**src/rtl/mem_stage_hs_if.sv**
```systemverilog
// rtl/mem_stage_hs_if.sv - data-memory req/gnt/rvalid bus between the memory stage and dmem
interface mem_stage_hs_if #(
    parameter int ADDR_W = 32
);
    logic              dmem_req;
    logic              dmem_we;
    logic [ADDR_W-1:0] dmem_addr;
    logic [3:0]        dmem_be;
    logic [31:0]       dmem_wdata;
    logic              dmem_gnt;
    logic              dmem_rvalid;
    logic [31:0]       dmem_rdata;

    modport master (
        output dmem_req, dmem_we, dmem_addr, dmem_be, dmem_wdata,
        input  dmem_gnt, dmem_rvalid, dmem_rdata
    );

    modport slave (
        input  dmem_req, dmem_we, dmem_addr, dmem_be, dmem_wdata,
        output dmem_gnt, dmem_rvalid, dmem_rdata
    );
endinterface

```
**src/rtl/mem_stage_hs.sv**
```systemverilog
// rtl/mem_stage_hs.sv - pipeline memory stage with variable-latency dmem handshake, flush and drain
module mem_stage_hs #(
    parameter int ADDR_W          = 32,
    parameter int REG_AW          = 5,
    parameter int CHECK_ALIGN     = 1,
    parameter int EXC_LD_MISALIGN = 4,
    parameter int EXC_ST_MISALIGN = 6
) (
    input  logic              clk,
    input  logic              rst,
    input  logic              ex_valid,
    output logic              mem_allow_in,
    input  logic              ex_mem_re,
    input  logic              ex_mem_we,
    input  logic [1:0]        ex_size,
    input  logic              ex_unsigned,
    input  logic [ADDR_W-1:0] ex_addr,
    input  logic [31:0]       ex_wdata,
    input  logic              ex_rf_we,
    input  logic [REG_AW-1:0] ex_wb_reg,
    input  logic [31:0]       ex_wb_data,
    input  logic              flush,
    mem_stage_hs_if.master    dmem,
    input  logic              wb_allow_in,
    output logic              wb_valid,
    output logic              wb_rf_we,
    output logic [REG_AW-1:0] wb_reg,
    output logic [31:0]       wb_data,
    output logic              exc_valid,
    output logic [4:0]        exc_cause,
    output logic [ADDR_W-1:0] exc_tval,
    output logic              fwd_valid,
    output logic              fwd_ready,
    output logic              fwd_rf_we,
    output logic [REG_AW-1:0] fwd_reg,
    output logic [31:0]       fwd_data
);
    typedef enum logic [2:0] {EMPTY, REQ, WAIT, DONE, DRAIN} state_t;

    state_t            state_q, state_d;
    logic              re_q, re_d, we_q, we_d, uns_q, uns_d;
    logic              rf_we_q, rf_we_d, exc_q, exc_d;
    logic [1:0]        size_q, size_d;
    logic [ADDR_W-1:0] addr_q, addr_d;
    logic [3:0]        be_q, be_d;
    logic [31:0]       wdata_q, wdata_d, data_q, data_d;
    logic [REG_AW-1:0] reg_q, reg_d;
    logic [4:0]        cause_q, cause_d;

    logic        accept, is_mem, misalign;
    logic [3:0]  st_be;
    logic [31:0] st_wdata;

    function automatic logic [31:0] load_ext(input logic [31:0] rd, input logic [1:0] a,
                                             input logic [1:0] sz, input logic uns);
        logic [7:0]  b;
        logic [15:0] h;
        logic [31:0] r;
        case (a)
            2'd0:    b = rd[7:0];
            2'd1:    b = rd[15:8];
            2'd2:    b = rd[23:16];
            default: b = rd[31:24];
        endcase
        h = a[1] ? rd[31:16] : rd[15:0];
        case (sz)
            2'd0:    r = {{24{~uns & b[7]}}, b};
            2'd1:    r = {{16{~uns & h[15]}}, h};
            default: r = rd;
        endcase
        return r;
    endfunction

    assign mem_allow_in = (state_q == EMPTY) | ((state_q == DONE) & wb_allow_in);
    assign accept       = ex_valid & mem_allow_in & ~flush;
    assign is_mem       = ex_mem_re | ex_mem_we;
    // With alignment checking off, lane selection simply uses addr[1] for halves and nothing for words.
    assign misalign     = (CHECK_ALIGN != 0) & is_mem &
                          (((ex_size == 2'd1) & ex_addr[0]) | (ex_size[1] & (ex_addr[1:0] != 2'b00)));

    always_comb begin
        st_be    = 4'b1111;
        st_wdata = ex_wdata;
        case (ex_size)
            2'd0: begin
                st_be    = 4'b0001 << ex_addr[1:0];
                st_wdata = {4{ex_wdata[7:0]}};
            end
            2'd1: begin
                st_be    = ex_addr[1] ? 4'b1100 : 4'b0011;
                st_wdata = {2{ex_wdata[15:0]}};
            end
            default: ;
        endcase
    end

    always_comb begin
        state_d = state_q;
        re_d    = re_q;
        we_d    = we_q;
        uns_d   = uns_q;
        rf_we_d = rf_we_q;
        exc_d   = exc_q;
        size_d  = size_q;
        addr_d  = addr_q;
        be_d    = be_q;
        wdata_d = wdata_q;
        data_d  = data_q;
        reg_d   = reg_q;
        cause_d = cause_q;
        if (accept) begin
            re_d    = ex_mem_re;
            we_d    = ex_mem_we;
            uns_d   = ex_unsigned;
            rf_we_d = ex_rf_we;
            exc_d   = misalign;
            size_d  = ex_size;
            addr_d  = ex_addr;
            be_d    = st_be;
            wdata_d = st_wdata;
            data_d  = ex_wb_data;
            reg_d   = ex_wb_reg;
            cause_d = ex_mem_we ? 5'(EXC_ST_MISALIGN) : 5'(EXC_LD_MISALIGN);
            state_d = (is_mem & ~misalign) ? REQ : DONE;
        end else begin
            case (state_q)
                REQ: begin
                    if (flush)              state_d = dmem.dmem_gnt ? DRAIN : EMPTY;
                    else if (dmem.dmem_gnt) state_d = WAIT;
                end
                WAIT: begin
                    if (dmem.dmem_rvalid) begin
                        state_d = flush ? EMPTY : DONE;
                        if (re_q) data_d = load_ext(dmem.dmem_rdata, addr_q[1:0], size_q, uns_q);
                    end else if (flush) begin
                        state_d = DRAIN;
                    end
                end
                DONE:    if (flush | wb_allow_in) state_d = EMPTY;
                DRAIN:   if (dmem.dmem_rvalid) state_d = EMPTY;
                default: ;
            endcase
        end
    end

    always_ff @(posedge clk) begin
        if (rst) begin
            state_q <= EMPTY;
            re_q    <= 1'b0;
            we_q    <= 1'b0;
            uns_q   <= 1'b0;
            rf_we_q <= 1'b0;
            exc_q   <= 1'b0;
            size_q  <= '0;
            addr_q  <= '0;
            be_q    <= '0;
            wdata_q <= '0;
            data_q  <= '0;
            reg_q   <= '0;
            cause_q <= '0;
        end else begin
            state_q <= state_d;
            re_q    <= re_d;
            we_q    <= we_d;
            uns_q   <= uns_d;
            rf_we_q <= rf_we_d;
            exc_q   <= exc_d;
            size_q  <= size_d;
            addr_q  <= addr_d;
            be_q    <= be_d;
            wdata_q <= wdata_d;
            data_q  <= data_d;
            reg_q   <= reg_d;
            cause_q <= cause_d;
        end
    end

    // The request is dropped as soon as reset is seen so the memory never grants during reset.
    assign dmem.dmem_req   = (state_q == REQ) & ~rst;
    assign dmem.dmem_we    = we_q;
    assign dmem.dmem_addr  = {addr_q[ADDR_W-1:2], 2'b00};
    assign dmem.dmem_be    = be_q;
    assign dmem.dmem_wdata = wdata_q;

    assign wb_valid  = (state_q == DONE);
    assign wb_rf_we  = rf_we_q & ~exc_q;
    assign wb_reg    = reg_q;
    assign wb_data   = data_q;
    assign exc_valid = exc_q & (state_q == DONE);
    assign exc_cause = cause_q;
    assign exc_tval  = addr_q;

    assign fwd_valid = (state_q == REQ) | (state_q == WAIT) | (state_q == DONE);
    assign fwd_ready = (state_q == DONE);
    assign fwd_rf_we = wb_rf_we;
    assign fwd_reg   = reg_q;
    assign fwd_data  = data_q;
endmodule

```
**src/flat_wrapper.sv**
```systemverilog
// flat-port wrapper written by rule: the top's interface ports become plain ports
module mem_stage_hs_flat 
#(
    parameter int ADDR_W          = 32,
    parameter int REG_AW          = 5,
    parameter int CHECK_ALIGN     = 1,
    parameter int EXC_LD_MISALIGN = 4,
    parameter int EXC_ST_MISALIGN = 6
)
  (clk, rst, ex_valid, mem_allow_in, ex_mem_re, ex_mem_we, ex_size, ex_unsigned, ex_addr, ex_wdata, ex_rf_we, ex_wb_reg, ex_wb_data, flush, wb_allow_in, wb_valid, wb_rf_we, wb_reg, wb_data, exc_valid, exc_cause, exc_tval, fwd_valid, fwd_ready, fwd_rf_we, fwd_reg, fwd_data, dmem_dmem_req, dmem_dmem_we, dmem_dmem_addr, dmem_dmem_be, dmem_dmem_wdata, dmem_dmem_gnt, dmem_dmem_rvalid, dmem_dmem_rdata);
  mem_stage_hs_if #(.ADDR_W(ADDR_W)) dmem_i ();
  input  logic clk;
  input  logic rst;
  input  logic ex_valid;
  output logic mem_allow_in;
  input  logic ex_mem_re;
  input  logic ex_mem_we;
  input  logic [1:0] ex_size;
  input  logic ex_unsigned;
  input  logic [ADDR_W-1:0] ex_addr;
  input  logic [31:0] ex_wdata;
  input  logic ex_rf_we;
  input  logic [REG_AW-1:0] ex_wb_reg;
  input  logic [31:0] ex_wb_data;
  input  logic flush;
  input  logic wb_allow_in;
  output logic wb_valid;
  output logic wb_rf_we;
  output logic [REG_AW-1:0] wb_reg;
  output logic [31:0] wb_data;
  output logic exc_valid;
  output logic [4:0] exc_cause;
  output logic [ADDR_W-1:0] exc_tval;
  output logic fwd_valid;
  output logic fwd_ready;
  output logic fwd_rf_we;
  output logic [REG_AW-1:0] fwd_reg;
  output logic [31:0] fwd_data;
  output wire logic [$bits(dmem_i.dmem_req)-1:0] dmem_dmem_req;
  output wire logic [$bits(dmem_i.dmem_we)-1:0] dmem_dmem_we;
  output wire logic [$bits(dmem_i.dmem_addr)-1:0] dmem_dmem_addr;
  output wire logic [$bits(dmem_i.dmem_be)-1:0] dmem_dmem_be;
  output wire logic [$bits(dmem_i.dmem_wdata)-1:0] dmem_dmem_wdata;
  input wire logic [$bits(dmem_i.dmem_gnt)-1:0] dmem_dmem_gnt;
  input wire logic [$bits(dmem_i.dmem_rvalid)-1:0] dmem_dmem_rvalid;
  input wire logic [$bits(dmem_i.dmem_rdata)-1:0] dmem_dmem_rdata;
  assign dmem_dmem_req = dmem_i.dmem_req;
  assign dmem_dmem_we = dmem_i.dmem_we;
  assign dmem_dmem_addr = dmem_i.dmem_addr;
  assign dmem_dmem_be = dmem_i.dmem_be;
  assign dmem_dmem_wdata = dmem_i.dmem_wdata;
  assign dmem_i.dmem_gnt = dmem_dmem_gnt;
  assign dmem_i.dmem_rvalid = dmem_dmem_rvalid;
  assign dmem_i.dmem_rdata = dmem_dmem_rdata;
  mem_stage_hs #(.ADDR_W(ADDR_W), .REG_AW(REG_AW), .CHECK_ALIGN(CHECK_ALIGN), .EXC_LD_MISALIGN(EXC_LD_MISALIGN), .EXC_ST_MISALIGN(EXC_ST_MISALIGN)) u_core (.clk(clk), .rst(rst), .ex_valid(ex_valid), .mem_allow_in(mem_allow_in), .ex_mem_re(ex_mem_re), .ex_mem_we(ex_mem_we), .ex_size(ex_size), .ex_unsigned(ex_unsigned), .ex_addr(ex_addr), .ex_wdata(ex_wdata), .ex_rf_we(ex_rf_we), .ex_wb_reg(ex_wb_reg), .ex_wb_data(ex_wb_data), .flush(flush), .dmem(dmem_i), .wb_allow_in(wb_allow_in), .wb_valid(wb_valid), .wb_rf_we(wb_rf_we), .wb_reg(wb_reg), .wb_data(wb_data), .exc_valid(exc_valid), .exc_cause(exc_cause), .exc_tval(exc_tval), .fwd_valid(fwd_valid), .fwd_ready(fwd_ready), .fwd_rf_we(fwd_rf_we), .fwd_reg(fwd_reg), .fwd_data(fwd_data));
endmodule
```
**config.mk**
```make
export PLATFORM = sky130hd
export DESIGN_NAME = mem_stage_hs_flat
export DESIGN_NICKNAME = d
export VERILOG_FILES = /design/src/rtl/mem_stage_hs_if.sv /design/src/rtl/mem_stage_hs.sv /design/src/flat_wrapper.sv
export SDC_FILE = /design/constraint.sdc
export NUM_CORES = 1
export LEC_CHECK = 0
export ABC_AREA = 0
export ABC_CLOCK_PERIOD_IN_PS = 2000
export BUFFER_PORTS_ARGS = -buffer_cell sky130_fd_sc_hd__buf_2
export CAP_MARGIN = 20
export CORE_AREA = 2 2 130 132
export DETAILED_ROUTE_END_ITERATION = 16
export DIE_AREA = 0 0 132 134
export PLACE_DENSITY = 0.7
export SLEW_MARGIN = 20
export SYNTH_ARGS = -nofsm -noshare
export SYNTH_HDL_FRONTEND = slang
export SYNTH_SLANG_ARGS = --single-unit
```
**constraint.sdc**
```tcl
create_clock -name clk -period 2 [get_ports clk]
set_input_delay 0.4 -clock clk [delete_from_list [all_inputs] [get_ports clk]]
set_output_delay 0.4 -clock clk [all_outputs]
set_load 0.03 [all_outputs]
```
=== Yosys cells after proc, flatten, opt, wreduce, memory -nomap -nowiden ===
Index checks and enable logic that the tools add are counted.

* Output and inout port bits: 188
* Input bits: 146
* Bits in registers: 120
* Logic and storage cells: 86

* Reductions and logical operators: 11
* Shift operators: 1
* Muxes and demuxes: 26
* Bitwise logic cells: 23
* Equality and inequality tests: 12

{| class="wikitable"
|+ Operators with widths
! operator !! number
|-
| two-way mux 32 bit || 4
|-
| case mux 32 bit (2 select lines) || 2
|-
| two-way mux 8 bit || 4
|-
| two-way mux 3 bit || 8
|-
| case mux 8 bit (3 select lines) || 1
|-
| two-way mux 16 bit || 1
|-
| bitwise AND 1 bit || 12
|-
| case mux 3 bit (4 select lines) || 1
|-
| != test 4 x 3 -> 1 bit, second input constant || 2
|-
| case mux 4 bit (2 select lines) || 1
|-
| nonzero test 2 bit || 4
|-
| == test 2 x 1 -> 1 bit, second input constant || 3
|-
| == test 3 x 2 -> 1 bit, second input constant || 2
|-
| logical NOT 2 bit || 3
|-
| two-way mux 2 bit || 3
|-
| OR 1 bit || 6
|-
| NOT 1 bit || 5
|-
| AND reduction 5 bit || 1
|-
| nonzero test 5 bit || 1
|-
| two-way mux 4 bit || 1
|-
| << shifter 1 x 2 -> 4 bit, first input constant || 1
|-
| == test 3 x 1 -> 1 bit, second input constant || 1
|-
| == test 3 bit, second input constant || 1
|-
| logical NOT 3 bit || 1
|-
| other kinds (4) || 4
|}

=== Logic depth before layout (Yosys ltp) ===
* Word-level depth: 12
* Depth in mapped cells: 8
* Depth with buffers taken out: 5

=== Worst setup path before layout ===
No wires, ideal clock.

* Kind: input port to output port
* From: in rst
* To: out dmem_dmem_req
* Stages on the path: 3
* Setup slack: 0.133 ns
* Buffers on the path: 2
* Arrival time: 1.467 ns
* Data required time: 1.600 ns
* Path through: clkbuf_1 > clkbuf_1 > nor3_1

* Longest elaborated chain between the ends: 2

{| class="wikitable"
|+ Ends and longest elaborated chain
! element !! RTL line !! text
|-
| start, declared || flat_wrapper.sv:13 || <nowiki>input logic rst;</nowiki>
|-
| NOT 1 bit || mem_stage_hs.sv:179 || <nowiki>assign dmem.dmem_req = (state_q == REQ) & ~rst;</nowiki>
|-
| bitwise AND 1 bit || mem_stage_hs.sv:179 ||
|-
| end, declared || flat_wrapper.sv:39 || <nowiki>output wire logic [$bits(dmem_i.dmem_req)-1:0] dmem_dmem_req;</nowiki>
|}

Every way passes these cells.

=== Worst setup path after layout ===
* From: reg u_core.state_q[0]
* To: out exc_valid

* Longest elaborated chain between the ends: 2

{| class="wikitable"
|+ Ends and longest elaborated chain
! element !! RTL line !! text
|-
| start, declared || mem_stage_hs.sv:40 || <nowiki>state_t state_q, state_d;</nowiki>
|-
| start signal, assigned || mem_stage_hs.sv:162 || <nowiki>state_q <= state_d;</nowiki>
|-
| == test 3 x 2 -> 1 bit || mem_stage_hs.sv:189 || <nowiki>assign exc_valid = exc_q & (state_q == DONE);</nowiki>
|-
| bitwise AND 1 bit || mem_stage_hs.sv:189 ||
|-
| end, declared || flat_wrapper.sv:31 || <nowiki>output logic exc_valid;</nowiki>
|}

Every way passes these cells.

==> results.yml <==
floorplan:
  start_util_pct: 36.9
  design.core.area_sq_um: 16300
  die_area_sq_um: 17700
  num_rows: 47
  die_span_y_um: 134
  num_io_pins: 334
  floorplan.die.width_um: 132
grt:
  grt_max_degree: 117
  global_route.overflow_total: 0
  antenna_found_initial: 1
  grt_pass1_wl_mm: 30.0
  vias_in_the_first_global_route: 5722
  groute.usage.overall_pct: 21.4
synth:
  asyncSetResetFlopFracSynth_pct: 0
  yosys_warn_count: 0
  syn_avg_cell_area_sq_um: 7.88
  ys.flop_type: "dfxtp_1"
  synthCells: 764
  ff_latch_count_synth: 116
  synth_cell_type_count: 41
  synth_sequential_area_ratio_pct: 38.6
  synth_enable_flop_cells: 0
  post_syn_area_sq_um: 6020
sta:
  worst_pin_slew_ns: 0.636
  rsz0062_at_grt: "no"
  finalHoldViolCount: 0
  max_freq_ghz: 0.525
  drv_slew: 0
  setup_viol_count_final: 0
  min_period_over_period_pct: 95.2
  skew_ns: 0.0113
  final.min_clock_period_ns: 1.90
  slew_headroom_pct: 57.6
worst_setup_path:
  reg2reg_depth: 5
  timing_worst_setup_path_type: "reg2out"
  reg2reg_from: "u_core.exc_tval[1]$_SDFFE_PP0P_"
  critPathLaunch: "u_core.state_q[0]$_SDFFE_PP0P_"
  critical_path.max_fanout: 10
  timing.critical_path.required_ns: 1.60
  start_kind: "flop"
  timing.critical_path.to_type: "primary output"
  crit_arrival_ns: 1.50
clock_network:
  cts-htree-levels: 4
  clock-sinks: 116
  cts.clk_slew.worst_paths_ns: 0.05
  cts-root-to-sink-buffers: 2
  cts_tree: "yes"
  cts_buffers: 17
  post-cts-setup-buffer-count: 0
  root_buffer_cell: "clkbuf_16"
  clock_latency_ns: 0.41
finish:
  seq_area_sq_um: 2330
  ratio_of_cells_with_drive_above_1_in_the_final_layout_pct: 40.3
  antennaDiodeCount: 0
  flow.area_growth_from_synthesis_pct: 32.7
  fin_util_pct: 49.0
  area_of_the_multi_input_gates_sq_um: 2870
  nets: 1149
  number_of_fillers_in_the_final_layout: 1648
drt:
  detail_route.wirelength_mm: 19.4
  num_vias: 6158
  ant_nets: 0
  drc: 0
  detail_route.vias_per_cell: 4.99
  detailedRoute.firstPassIterationCount: 5
  routed_wire_length_per_instance_um: 15.7
  initialDrtViolationCount: 284
pwr:
  peakVddDrop_v: 0.000536
  p_sw_share_pct: 39.7
  clock_power_share_pct: 32.0
  power.density_nw_per_um2: 1260
  netSwitchingPower_w: 0.00398
  seqPwrFrac_pct: 30.2
  total_power_w: 0.0100
  internal_power_w: 0.00604
  power.share.combinational_pct: 37.8
  leak_pwr_nw: 3.69
worst_hold_path:
  hold_class: "in2reg"
  hold_path_depth: 3
  hold_path_startpoint: "ex_addr[20]"
placement:
  place.port_buffers: 328
  post-dp-hpwl_mm: 14.4
  routabilityCongestion: 0.855
status:
  status: "finished, final reports clean"
run:
  max_cap_violations: 0
cell families after synthesis:
group	Yosys count	synth area share (%)
and+or+nand+nor	295	21.1
AOI/OAI and AO/OA	183	20.8
buffers and inverters	140	14.6
DFF	116	38.6
muxes	29	4.89
other	1	0.0623
metal layers:
metal / routed length, um / GRT usage, %
met4: 539 / 9.60
met2: 9660 / 36.8
met5: 13 / 0
met3: 1460 / 5.82
met1: 7710 / 24.8
per-stage QoR:
| step | hold slack, ns | instances | TNS [ns] | worst slack (ns) | cell area, sq um |
|---|---|---|---|---|---|
| after global routing | 0.213 | 1234 | 0 | 0.00925 | 7990 |
| after detailed placement | 0.443 | 1204 | -0.0230 | -0.0230 | 7340 |
| after floorplan | 0.432 | 768 | 0 | 0.133 | 6030 |
| after global placement | 0.438 | 1204 | 0 | 0.0380 | 7340 |
| final | 0.225 | 1234 | 0 | 0.0970 | 7990 |
| after CTS | 0.207 | 1234 | 0 | 0.0162 | 7980 |
synth_stat cells, types with 5 or more instances:
master    count  area, sq um
a311oi_2     10          150
nor3_1       11         55.1
a21oi_1      81          405
nand3b_1      6         45.0
buf_2        19         95.1
buf_4        79          593
mux2i_1      26          260
a311oi_1     16          140
nand3_1      27          135
nand2_1     172          646
o221ai_1     10         87.6
clkbuf_1     35          131
a21o_1        5         37.5
nor2_1       56          210
a31oi_1       5         31.3
o211ai_1     14          105
o21ai_0      20          100
dfxtp_1     116         2320
a211oi_1     13         97.6
cell usage in the layout, fill, tap and decap left out, types with 14 or more instances in the layout:
| cell type | instances |
|---|---|
| nand2_1 | 172 |
| dfxtp_1 | 114 |
| a21oi_1 | 81 |
| buf_4 | 23 |
| clkbuf_16 | 17 |
| mux2i_1 | 26 |
| o21ai_0 | 20 |
| buf_2 | 327 |
| o211ai_1 | 14 |
| a311oi_1 | 16 |
| nand3_1 | 27 |
| nor2_1 | 55 |
power by group through the flow:
stage          sequential, W  combinational (W)  clock, W
6_report             0.00303            0.00379   0.00321
3_5_place_dp         0.00306            0.00380         0
4_1_cts              0.00302            0.00381   0.00326
3_3_place_gp         0.00305            0.00378         0
5_1_grt              0.00309            0.00407   0.00337
2_1_floorplan        0.00368            0.00229         0
critical path: stages (launching register included):
cell and delay (ns):
dfxtp_4 0.41, nand2_1 0.11, nor2_4 0.14, buf_4 0.13, and2_1 0.10, buf_2 0.20
layout make-up:
type	count	share of cell area, %
Multi-Input combinational cell	512	35.9
Sequential cell	116	29.2
Timing Repair Buffer	354	23.7
Clock buffer	21	5.77
Tap cell	220	3.45
Clock inverter	9	1.93
Inverter	2	0.0940
worst paths after layout:
kind / slack, ns / endpoint
setup reg to reg: 0.22 / u_core.fwd_data[12]$_SDFFE_PP0P_
setup / recovery: 0.1 / exc_valid
hold / removal: 0.22 / u_core.exc_tval[20]$_SDFFE_PP0P_
hold reg to reg: 0.45 / u_core.dmem.dmem_wdata[30]$_SDFFE_PP0P_
repair_timing:
action | CTS | global route
gates resized for setup | 5 | 3
hold buffers | 0 | 0
setup endpoints to repair | 5 | 2
Power figures use the tool's default switching activity.
